[src/rtl/traffic_pkg.sv]
// Lamp encodings and sequencer state codes shared by the sequencer and its timer.
// Combinational definitions only: no latency, no backpressure.
package traffic_pkg;

    localparam logic [1:0] LITE_RED    = 2'b00;
    localparam logic [1:0] LITE_GREEN  = 2'b01;
    localparam logic [1:0] LITE_YELLOW = 2'b10;

    typedef enum logic [2:0] {
        ALL_RED   = 3'd0,
        NS_GREEN  = 3'd1,
        NS_YELLOW = 3'd2,
        EW_GREEN  = 3'd3,
        EW_YELLOW = 3'd4,
        PED_WALK  = 3'd5
    } state_t;

    typedef enum logic {
        DIR_NS = 1'b0,
        DIR_EW = 1'b1
    } dir_t;

endpackage

[src/rtl/phase_timer.sv]
// Saturating phase counter with synchronous clear and a compare against a selected last-count limit.
// Count updates one cycle after clear; compare is combinational on the count; no backpressure.
module phase_timer #(
    parameter int CNT_W = 5,
    parameter int SAT   = 20
) (
    input  logic             clock,
    input  logic             reset_n,
    input  logic             clear,
    input  logic [CNT_W-1:0] limit,
    output logic [CNT_W-1:0] count,
    output logic             reached
);

    localparam logic [CNT_W-1:0] SAT_V = CNT_W'(SAT);

    always_ff @(posedge clock or negedge reset_n) begin
        if (!reset_n) begin
            count <= '0;
        end else if (clear) begin
            count <= '0;
        end else if (count != SAT_V) begin
            count <= count + 1'b1;
        end
    end

    assign reached = (count >= limit);

endmodule

[src/rtl/intersection_phase_sequencer.sv]
// Two-way intersection sequencer: green/yellow/all-red rotation with min/max green and a pedestrian walk.
// Lamps, walk and ped_ack are registered from the next state (one-cycle latency); no backpressure.
module intersection_phase_sequencer
    import traffic_pkg::*;
#(
    parameter int MIN_GREEN    = 8,
    parameter int MAX_GREEN    = 20,
    parameter int YELLOW_TIME  = 3,
    parameter int ALL_RED_TIME = 1,
    parameter int WALK_TIME    = 6,
    parameter int CNT_W        = 5
) (
    input  logic       clock,
    input  logic       reset_n,
    input  logic       ns_car,
    input  logic       ew_car,
    input  logic       ped_req,
    output logic       ped_ack,
    output logic [1:0] ns_light,
    output logic [1:0] ew_light,
    output logic       walk,
    output logic [2:0] phase
);

    // Limits are the last count value of a phase, since the count is 0 on its first visible cycle.
    localparam logic [CNT_W-1:0] LIM_MIN = CNT_W'(MIN_GREEN - 1);
    localparam logic [CNT_W-1:0] LIM_MAX = CNT_W'(MAX_GREEN - 1);
    localparam logic [CNT_W-1:0] LIM_Y   = CNT_W'(YELLOW_TIME - 1);
    localparam logic [CNT_W-1:0] LIM_AR  = CNT_W'(ALL_RED_TIME - 1);
    localparam logic [CNT_W-1:0] LIM_W   = CNT_W'(WALK_TIME - 1);

    state_t           state;
    state_t           nxt;
    dir_t             last_dir;
    logic             ped_pending;
    logic [CNT_W-1:0] count;
    logic [CNT_W-1:0] limit;
    logic             reached;
    logic             min_ok;

    phase_timer #(
        .CNT_W (CNT_W),
        .SAT   (MAX_GREEN)
    ) u_timer (
        .clock   (clock),
        .reset_n (reset_n),
        .clear   (nxt != state),
        .limit   (limit),
        .count   (count),
        .reached (reached)
    );

    assign min_ok = (count >= LIM_MIN);

    always_comb begin
        nxt   = state;
        limit = LIM_AR;
        case (state)
            ALL_RED: begin
                limit = LIM_AR;
                if (reached) begin
                    if (ped_pending)             nxt = PED_WALK;
                    else if (last_dir == DIR_EW) nxt = NS_GREEN;
                    else                         nxt = EW_GREEN;
                end
            end
            // The timer tracks MAX; MIN is compared directly against the count.
            NS_GREEN: begin
                limit = LIM_MAX;
                if ((ew_car | ped_pending) && ((min_ok && !ns_car) || reached)) nxt = NS_YELLOW;
            end
            EW_GREEN: begin
                limit = LIM_MAX;
                if ((ns_car | ped_pending) && ((min_ok && !ew_car) || reached)) nxt = EW_YELLOW;
            end
            NS_YELLOW, EW_YELLOW: begin
                limit = LIM_Y;
                if (reached) nxt = ALL_RED;
            end
            PED_WALK: begin
                limit = LIM_W;
                if (reached) nxt = ALL_RED;
            end
            default: nxt = ALL_RED;
        endcase
    end

    always_ff @(posedge clock or negedge reset_n) begin
        if (!reset_n) begin
            state       <= ALL_RED;
            last_dir    <= DIR_EW;
            ped_pending <= 1'b0;
            ns_light    <= LITE_RED;
            ew_light    <= LITE_RED;
            walk        <= 1'b0;
            ped_ack     <= 1'b0;
        end else begin
            state <= nxt;
            if (nxt == NS_GREEN)      last_dir <= DIR_NS;
            else if (nxt == EW_GREEN) last_dir <= DIR_EW;
            // Entry to the walk wins over a request seen on the same cycle.
            if (nxt == PED_WALK && state != PED_WALK)  ped_pending <= 1'b0;
            else if (ped_req && state != PED_WALK)     ped_pending <= 1'b1;
            ns_light <= (nxt == NS_GREEN)  ? LITE_GREEN  :
                        (nxt == NS_YELLOW) ? LITE_YELLOW : LITE_RED;
            ew_light <= (nxt == EW_GREEN)  ? LITE_GREEN  :
                        (nxt == EW_YELLOW) ? LITE_YELLOW : LITE_RED;
            walk     <= (nxt == PED_WALK);
            ped_ack  <= (nxt == PED_WALK) && (state != PED_WALK);
        end
    end

    assign phase = state;

endmodule

[config.mk]
export PLATFORM = sky130hd
export DESIGN_NAME = intersection_phase_sequencer
export DESIGN_NICKNAME = d
export VERILOG_FILES = /design/src/rtl/traffic_pkg.sv /design/src/rtl/phase_timer.sv /design/src/rtl/intersection_phase_sequencer.sv
export SDC_FILE = /design/constraint.sdc
export NUM_CORES = 1
export LEC_CHECK = 0
export CELL_PAD_IN_SITES_DETAIL_PLACEMENT = 0
export CELL_PAD_IN_SITES_GLOBAL_PLACEMENT = 1
export CORE_MARGIN = 2
export CORE_UTILIZATION = 36
export CTS_CLUSTER_SIZE = 40
export DETAILED_ROUTE_END_ITERATION = 6
export PLACE_DENSITY = 0.81
export SKIP_LAST_GASP = 1
export SLEW_MARGIN = 25
export SYNTH_ARGS = -nofsm -noshare
export SYNTH_HDL_FRONTEND = slang
export SYNTH_SLANG_ARGS = --single-unit
[constraint.sdc]
create_clock -name clock -period 2.7 [get_ports clock]
set_input_delay 0.675 -clock clock [delete_from_list [all_inputs] [get_ports clock]]
set_output_delay 0.675 -clock clock [all_outputs]
set_load 0.05 [all_outputs]
==> out/metrics.yaml, run 1 <==
run_status:
  status: "complete, no violations"
worst_hold_path:
  hp-class: "flip-flop to flip-flop"
power_and_ir_drop:
  p_leak_uw: 0.000550
  fin_total_pwr_uw: 1830
  peakVddDrop_mv: 0.947
  power_density_mw_per_mm2: 1460
cts:
  clk_pin_slew_ns: 0.09
  cts_buffer_depth: 2
  clock_latency_ns: 0.28
  cts-root-buf: "clkbuf_4"
  htreeDepth: 1
  numClockSinks: 16
  cts_tree: "yes"
  cts_buffers: 3
route:
  drc: 0
  wire_per_inst_um: 14.6
  drt-total-wl_um: 2190
  ant_nets: 0
  firstDrtPassIters: 4
  first_iter_violations: 19
  dr_total_vias: 825
  viasPerCell: 5.50
timing:
  post-route-period-util_pct: 96.9
  fin_skew_ns: 0.00874
  finalSetupViolations: 0
  timing.final.ws_setup_ns: 0.0829
  min_period_ns: 2.62
  fmax_mhz: 382
  rsz0062_at_grt: "false"
  maxSlewHeadroom_pct: 54.9
  drv_slew: 0
  final_hold_viol_count: 0
  max_slew.worst_pin.slew_ns: 0.675
  setup_tns_ns: 0
yosys:
  yosys_warnings: 0
  ys_seq_area_share_pct: 42.7
  avgSynthCellArea_um2: 9.90
  synth.cell_area_um2: 941
  syn_nets: 106
  synthCells: 95
  synth_seq_cells: 16
  synth_cell_types: 38
setup_path:
  critPathMaxFanout: 8
  critPathRequiredTime_ns: 2.89
  start_kind: "flip-flop"
  criticalPathCategory: "flip-flop to flip-flop"
  endpoint_kind: "flip-flop"
  arrival_ns: 2.81
floorplan:
  core_mm2: 0.00248
  die_w_um: 55.1
  io_pins: 14
  initial_core_util_pct: 38.0
  die_h_um: 55.1
  std_cell_rows: 18
  dieArea_mm2: 0.00304
global_routing:
  overflow: 0
  antenna_found_initial: 0
  grt_max_degree: 17
  track_usage_pct: 16.4
  grt_first_pass_wirelength_um: 3480
  grt_pass1_vias: 776
placement:
  post-place-ws_ns: -0.0312
  dpl.hpwl_um: 1650
  place.gp.congestion: 0.804
  io_buffers: 13
finish:
  nNetsFinal: 132
  area_delta_synth_final_pct: 33.5
  fillers: 235
  diodes: 0
  register_area_um2: 405
  multi_input_area_um2: 546
  drive_above_1_share_pct: 27.5
flow_run:
  maxCapViolCount: 0
-- layout by cell type, fill, tap and decap left out, types with 2 or more instances in the layout --
cell type and count:
clkdlybuf4s50_1 13, dfrtp_1 12, nor2_1 11, buf_4 11, a21oi_1 10, ha_1 5, inv_1 4, nand3_1 4
xnor2_1 3, a211oi_1 3, clkbuf_4 3, dfrtp_2 3, nand2b_1 2, nor3_1 2, nor2b_1 2, o22a_1 2
-- worst max-delay path, cell delays in order (launching register included) --
cell and delay (ns):
dfrtp_2 0.48, nand2_2 0.08, or2_4 0.26, ha_4 0.21
a211o_1 0.25, a221o_2 0.40, nand2b_1 0.17, a211o_2 0.32
buf_4 0.16, nor3b_1 0.21
-- path summary, 6_finish.rpt --
check                          from     endpoint  slack (ns)  depth (start not counted)
min                        last_dir     last_dir        0.63                          1
max reg2reg                phase[2]  ns_light[1]        0.08                          9
min in group asynchronous   reset_n  ns_light[1]        0.80                          1
max in group asynchronous   reset_n     phase[1]        1.42                          1
max                        phase[2]  ns_light[1]        0.08                          9
min reg2reg                last_dir     last_dir        0.63                          1
-- registers in the layout, indices dropped and copies added, names as in the netlist --
| register | count |
|---|---|
| walk | 1 |
| ped_ack | 1 |
| ew_light | 2 |
| ns_light | 2 |
| phase | 3 |
| last_dir | 1 |
| u_timer.count | 5 |
| ped_pending | 1 |
-- Yosys cell counts (all sizes together) --
| cell | n | share of area (%) |
|---|---|---|
| dfrtp | 15 | 40 |
| nor2 | 12 | 4.8 |
| a21oi | 11 | 5.9 |
| ha | 6 | 8.0 |
| inv | 5 | 2.0 |
| nand3 | 5 | 2.7 |
| a211oi | 3 | 2.4 |
| nand2b | 3 | 2.8 |
| nor2b | 3 | 2.0 |
| xnor2 | 3 | 2.8 |
| a211o | 2 | 2.0 |
| buf | 2 | 2.0 |
| nand2 | 2 | 0.80 |
| nor3 | 2 | 1.1 |
| o22a | 2 | 1.9 |
| a2111oi | 1 | 1.1 |
| a221o | 1 | 1.1 |
| a31oi | 1 | 0.67 |
| and2 | 1 | 0.67 |
| and3 | 1 | 0.67 |
| and4 | 1 | 0.93 |
| and4b | 1 | 1.1 |
| clkbuf | 1 | 0.40 |
| dfstp | 1 | 2.8 |
| mux2 | 1 | 1.6 |
| mux2i | 1 | 1.1 |
| nand4b | 1 | 0.93 |
| nor3b | 1 | 0.80 |
| o21a | 1 | 0.80 |
| o21ai | 1 | 0.53 |
| o31ai | 1 | 0.80 |
| o32ai | 1 | 1.7 |
| or2 | 1 | 0.67 |
| xor2 | 1 | 0.93 |
-- where the power goes --
group          switching (uW)  total (uW)  internal (uW)
sequential               94.1         421            327
combinational             669        1260            592
clock                    68.9         151           82.0
-- through the flow --
step,cell area (um^2),std cells,hold slack (ns),utilization (%)
final,1260,150,0.626,50.7
after global routing,1260,150,0.641,50.7
after CTS,1200,146,0.626,48.4
after detailed placement,1160,142,0.607,46.8
after global placement,1160,142,0.595,46.8
after floorplan,972,95,0.379,-
-- metal layers --
layer	vias to the layer above	global-route usage, %	routed length, um
met5	-	0	0
met4	0	9.76	34
met3	4	1.61	89
met2	21	26.0	1060
met1	407	21.6	1010
li1	393	-	-
-- kinds of logic after synthesis --
group / Yosys count / synth area share (%)
AND/OR/NAND/NOR: 34 / 19.8
AO/OA/AOI/OAI: 25 / 18.8
flip-flops: 16 / 42.7
buffers and inverters: 8 / 4.39
adder cells (fa/ha/maj): 6 / 7.98
XOR/XNOR: 4 / 3.72
multiplexers: 2 / 2.66
-- final cells by class --
class,count,share of cell area [%]
clock buffers,4,2.89
repair buffers,24,16.9
inverters,5,1.49
well taps,30,2.99
multi-input cells,71,43.4
flip-flops and latches,16,32.3
-- what timing repair did --
action | 4_1_cts | 5_1_grt
setup buffers | 0 | 4
gates resized for setup | 1 | 7
pin swaps | 0 | 3
endpoints found under the setup margin | 2 | 8
hold buffers | 0 | 0
(Power assumes the default switching activity.)
==> inputs of run 2 (changes only) <==
CTS_CLUSTER_DIAMETER = 50   (was not set)
==> results of run 2 <==
The final DEF is identical to that of run 1; final timing and power are the same.
